[src/rtl/shift_pkg.sv]
// Shared definitions for the serial shift feeder: controller states and
// the saturation ceiling of the mismatch counter.
package shift_pkg;

    typedef enum logic [1:0] {
        IDLE   = 2'd0,
        SHIFT  = 2'd1,
        SETTLE = 2'd2,
        CHECK  = 2'd3
    } state_t;

    localparam logic [7:0] ERR_SAT = 8'hFF;

endpackage

[src/rtl/shift_feeder.sv]
// Serialises a parallel word MSB-first into a downstream shift register,
// waits a configurable settle time, then reads the register taps back and
// reports whether they hold the word that was sent.
module shift_feeder #(
    parameter int WIDTH  = 3,
    parameter int SETTLE = 1
) (
    input  logic             clk,
    input  logic             rst_n,
    input  logic             in_valid,
    input  logic [WIDTH-1:0] in_data,
    output logic             in_ready,
    output logic             sr_en,
    output logic             sr_din,
    input  logic [WIDTH-1:0] tap_in,
    output logic             done,
    output logic             match,
    output logic [7:0]       err_cnt
);
    // The module parameter SETTLE shadows the state name, so that state is
    // always written with its package prefix.
    import shift_pkg::state_t;
    import shift_pkg::IDLE;
    import shift_pkg::SHIFT;
    import shift_pkg::CHECK;
    import shift_pkg::ERR_SAT;

    localparam int             CW       = $clog2(WIDTH + 1);
    localparam logic [CW-1:0]  CNT_LAST = CW'(WIDTH - 1);
    localparam logic [2:0]     STL_LAST = 3'((SETTLE > 0) ? SETTLE - 1 : 0);

    state_t           state;
    logic [CW-1:0]    cnt;
    logic [2:0]       stl_cnt;
    logic [WIDTH-1:0] word;
    logic [WIDTH-1:0] shreg;
    logic             accept;

    function automatic logic [7:0] sat_inc(input logic [7:0] v);
        return (v == ERR_SAT) ? v : v + 8'd1;
    endfunction

    assign accept = in_valid && in_ready;

    // match is only meaningful while done is high; taps are looked at in CHECK only
    assign match = done && (tap_in == word);

    // Data path: capture the word once, then shift the remaining bits toward the MSB
    always_ff @(posedge clk) begin
        if (accept) begin
            word  <= in_data;
            shreg <= in_data << 1;
        end else if (state == SHIFT) begin
            shreg <= shreg << 1;
        end
    end

    // Controller: sequences shift, settle and check, with all outputs registered
    always_ff @(posedge clk or negedge rst_n) begin
        if (!rst_n) begin
            state    <= IDLE;
            in_ready <= 1'b0;
            sr_en    <= 1'b0;
            sr_din   <= 1'b0;
            done     <= 1'b0;
            err_cnt  <= 8'd0;
            cnt      <= '0;
            stl_cnt  <= 3'd0;
        end else begin
            done <= 1'b0;
            case (state)
                IDLE: begin
                    in_ready <= 1'b1;
                    if (accept) begin
                        state    <= SHIFT;
                        in_ready <= 1'b0;
                        sr_en    <= 1'b1;
                        sr_din   <= in_data[WIDTH-1];
                        cnt      <= '0;
                    end
                end
                SHIFT: begin
                    if (cnt == CNT_LAST) begin
                        sr_en  <= 1'b0;
                        sr_din <= 1'b0;
                        cnt    <= '0;
                        if (SETTLE == 0) begin
                            state <= CHECK;
                            done  <= 1'b1;
                        end else begin
                            state   <= shift_pkg::SETTLE;
                            stl_cnt <= 3'd0;
                        end
                    end else begin
                        cnt    <= cnt + CW'(1);
                        sr_din <= shreg[WIDTH-1];
                    end
                end
                shift_pkg::SETTLE: begin
                    if (stl_cnt == STL_LAST) begin
                        state   <= CHECK;
                        done    <= 1'b1;
                        stl_cnt <= 3'd0;
                    end else begin
                        stl_cnt <= stl_cnt + 3'd1;
                    end
                end
                CHECK: begin
                    state    <= IDLE;
                    in_ready <= 1'b1;
                    if (tap_in != word) begin
                        err_cnt <= sat_inc(err_cnt);
                    end
                end
                default: begin
                    state <= IDLE;
                end
            endcase
        end
    end

endmodule

[config.mk]
export PLATFORM = sky130hd
export DESIGN_NAME = shift_feeder
export DESIGN_NICKNAME = d
export VERILOG_FILES = /design/src/rtl/shift_pkg.sv /design/src/rtl/shift_feeder.sv
export SDC_FILE = /design/constraint.sdc
export NUM_CORES = 1
export LEC_CHECK = 0
export ABC_AREA = 1
export CAP_MARGIN = 25
export CELL_PAD_IN_SITES_DETAIL_PLACEMENT = 0
export CELL_PAD_IN_SITES_GLOBAL_PLACEMENT = 1
export CORE_UTILIZATION = 38
export CTS_CLUSTER_DIAMETER = 150
export CTS_CLUSTER_SIZE = 10
export DETAILED_ROUTE_END_ITERATION = 16
export PLACE_DENSITY = 0.78
export SLEW_MARGIN = 20
export SYNTH_ARGS = -nofsm -noshare
export SYNTH_HDL_FRONTEND = slang
export SYNTH_SLANG_ARGS = --single-unit
[constraint.sdc]
create_clock -name clk -period 1.7 [get_ports clk]
set_input_delay 0.17 -clock clk [delete_from_list [all_inputs] [get_ports clk]]
set_output_delay 0.17 -clock clk [all_outputs]
set_load 0.05 [all_outputs]
==> results.tsv <==
stage	metric	value	unit
synthesis	Yosys top cell area share	36.4	%
power	sequential power share	37.4	%
floorplanning	core area	0.00315	mm2
clock_network	clock sink count	24	
worst_setup_path	critical path fanouts, max	5	
route	antenna-violating nets left	0	
clock_network	CTS tree	done	
finish	final core occ	50.6	%
worst_setup_path	worst r2r src	err_cnt[0]	
synthesis	#FFs+latches synth	24	
grt	grt total ovfl	0	
status	status	complete, no violations	
route	1st-pass router iterations	3	
clock_network	Clock Latency Late Sink	0.32	ns
route	Initial DRC Count	51	
timing	period utilization	92.8	%
timing	clk_skew	0.00595	ns
power	VDD IR max	0.915	mV
worst_setup_path	Crit. Startpoint	word[1]	
synthesis	cells after synthesis	156	
grt	GR Layer Usage met3	4.48	%
synthesis	sequential element share of the synthesized area	47.9	%
placement	Place WS	0.132	ns
finish	fraction of layout cells with a size suffix above 1	15.6	%
worst_setup_path	CP delay by family, top	flip-flops	
timing	RSZ-0062 raised after global routing	no	
synthesis	total number of yosys warnings	0	
timing	Fmax	634	MHz
finish	Antenna diodes	0	
power	Pwr Total	2480	uW
clock_network	H-Tree Depth	1	
placement	gp weighted congestion	0.726	
grt	largest net degree at the start of global routing	20	
job	max_cap viols	0	
synthesis	commonest cells in the netlist	46 x nand2_1, 25 x inv_1, 19 x dfrtp_1	
timing	slew margin rel.	66.3	%
worst_setup_path	crit-path max cell delay	0.40	ns
clock_network	Num CTS Buffers	3	
worst_setup_path	CP arrival	1.41	ns
worst_setup_path	crit path buf inv count	1	
power	Psw	1160	uW
timing	final setup fails	0	
timing	Total Neg Setup Slack	0	ns
clock_network	CTS Buffer Depth	2	
worst_setup_path	Slowest-stage cell, CP	edfxtp_1	
worst_setup_path	Crit path required time	1.53	ns
finish	fin nets	197	
finish	Area growth, synth to finish	22.1	%
grt	initial antenna violation count	0	
route	drt drc	0	
grt	GR peak layer	met2	
floorplanning	Boundary Pins	22	
synthesis	Post-Syn Area	0.00131	mm2
power	Int Power	1320	uW
grt	met2 global-route usage	26.8	%
hold_path	HP Class	in -> async	
synthesis	average size of a mapped cell	8.37	um2
floorplanning	Die Area	0.00367	mm2
worst_setup_path	reg-to-reg setup timing slack	0.22	ns
floorplanning	Cell Rows	20	
floorplanning	Die W	60.6	um
route	via count	1054	
timing	Final Hold Fails	0	
clock_network	Clock Tree Root	clkbuf_4	
synthesis	Synth area leaders	dfrtp_1 36%, nand2_1 13%, edfxtp_1 12%	
route	DR WL/cell	11.0	um
worst_setup_path	worst reg2reg endpoint	err_cnt[4]	
finish	fill count	331	
worst_setup_path	critical-path cell list	xnor2_1, nand3_2, nor2_2, buf_12	
timing	Setup WS post-layout	0.122	ns
worst_setup_path	Register-to-Register Path Depth	7	
power	Pleak	0.000802	uW
power	Clock Power Share	12.5	%
synthesis	ys flop type	dfrtp_1	
timing	Max Slew Vio Count	0	
timing	worst-margin pin slew	0.504	ns
power	fraction of power spent switching nets	46.9	%
timing	Period minus WS final	1.58	ns
clock_network	post-CTS setup buffers	0	
synthesis	number of synthesized flops with an enable pin	5	
route	Vias/cell	4.71	
synthesis	syn_nets	172	
clock_network	Reg clk slew, reported paths	0.14	ns
worst_setup_path	worst setup path class	reg -> out	
synthesis	top-count cell post-synth	nand2_1	
worst_setup_path	startpoint type of the worst setup path	flop	
worst_setup_path	endpoint class of the critical path	output pin	
grt	vias in the first global route	1005	
power	Power per Cell Area	1560	mW/mm2
power	part of the power in combinational logic	50.2	%
grt	gr usage total	15.8	%
route	Detailed Route WL	2470	um
synthesis	synth unique cells	24	
placement	Port Buffers	21	
placement	DP Wirelength	1860	um
grt	met1 Track Usage GR	19.4	%
grt	first-pass GRT wire length	4240	um
floorplanning	initial core utilization	41.4	%
synthesis	Async S/R FF share, synth	79.2	%
synthesis	area leader, netlist	dfrtp_1	
floorplanning	DIE HEIGHT	60.6	um
==> worst max-delay path by stage <==
| stage | endpoint | cells past startpoint |
|---|---|---|
| floorplan | match | 4 |
| global placement | match | 5 |
| detailed placement | match | 5 |
| CTS | match | 4 |
| global route | match | 6 |
| finish | match | 4 |
==> placed cells by master, fill, tap and decap left out, drive strengths merged <==
| cell type | count |
|---|---|
| dlygate4sd2 | 1 |
| clkdlybuf4s50 | 8 |
| o21ai | 8 |
| a31oi | 1 |
| o22ai | 1 |
| clkbuf | 4 |
| xnor2 | 2 |
| inv | 26 |
| nor3 | 1 |
| ha | 7 |
| o21a | 1 |
| a21oi | 6 |
| xor2 | 1 |
| edfxtp | 5 |
| dlymetal6s2s | 2 |
| nor2 | 10 |
| dfrtp | 19 |
| nand4 | 8 |
| buf | 12 |
| nand3 | 9 |
| nand2 | 48 |
==> registers in the layout, indices dropped and copies added, names as in the netlist <==
signal,cells
state,2
word,3
done,1
in_ready,1
sr_din,1
stl_cnt,3
sr_en,1
shreg,2
err_cnt,8
cnt,2
==> final cells by class <==
class                      instances  area (um2)  share of cell area (%)
inverter                          26        97.6                    6.12
timing repair buffer              23         216                    13.6
clock buffer                       4        36.3                    2.28
multi-input combinational        103         563                    35.3
tap                               44        55.1                    3.45
sequential                        24         626                    39.2
==> per-layer routing <==
metal / vias to the layer above / routed length, um
li1: 546 / -
met1: 493 / 1130
met2: 13 / 1220
met3: 2 / 99
met4: 0 / 23
met5: - / 0
==> logic make-up after synthesis <==
logic type	after synthesis	share of synthesized area (%)
adders and majority gates	7	6.71
and+or+nand+nor	76	25.7
xor gates and xnor gates	3	2.01
buffers and inverters	29	9.78
AOI/OAI and AO/OA	17	7.86
DFF	24	47.9
==> power by group through the flow <==
| stage | clock network (uW) | logic [uW] | registers (uW) |
|---|---|---|---|
| 6_report | 310 | 1240 | 926 |
| 5_1_grt | 337 | 1400 | 955 |
| 4_1_cts | 315 | 1250 | 929 |
| 3_5_place_dp | 0 | 1260 | 941 |
| 3_3_place_gp | 0 | 1220 | 932 |
| 2_1_floorplan | 0 | 595 | 1240 |
==> stage by stage <==
step                std cells  hold WS [ns]  cell area, um2
finish                    224         0.165            1590
global route              224         0.178            1590
CTS                       224         0.173            1580
detailed placement        220         0.491            1540
global placement          220         0.482            1540
floorplan                 156        -0.126            1310
==> timing repair <==
action                                 4_1_cts  5_1_grt
endpoints found under the hold margin        0        0
pin swaps                                    0        1
resized for setup                            1        5
hold buffers                                 0        0
setup endpoints to repair                    1        4
Power figures use the tool's default switching activity.
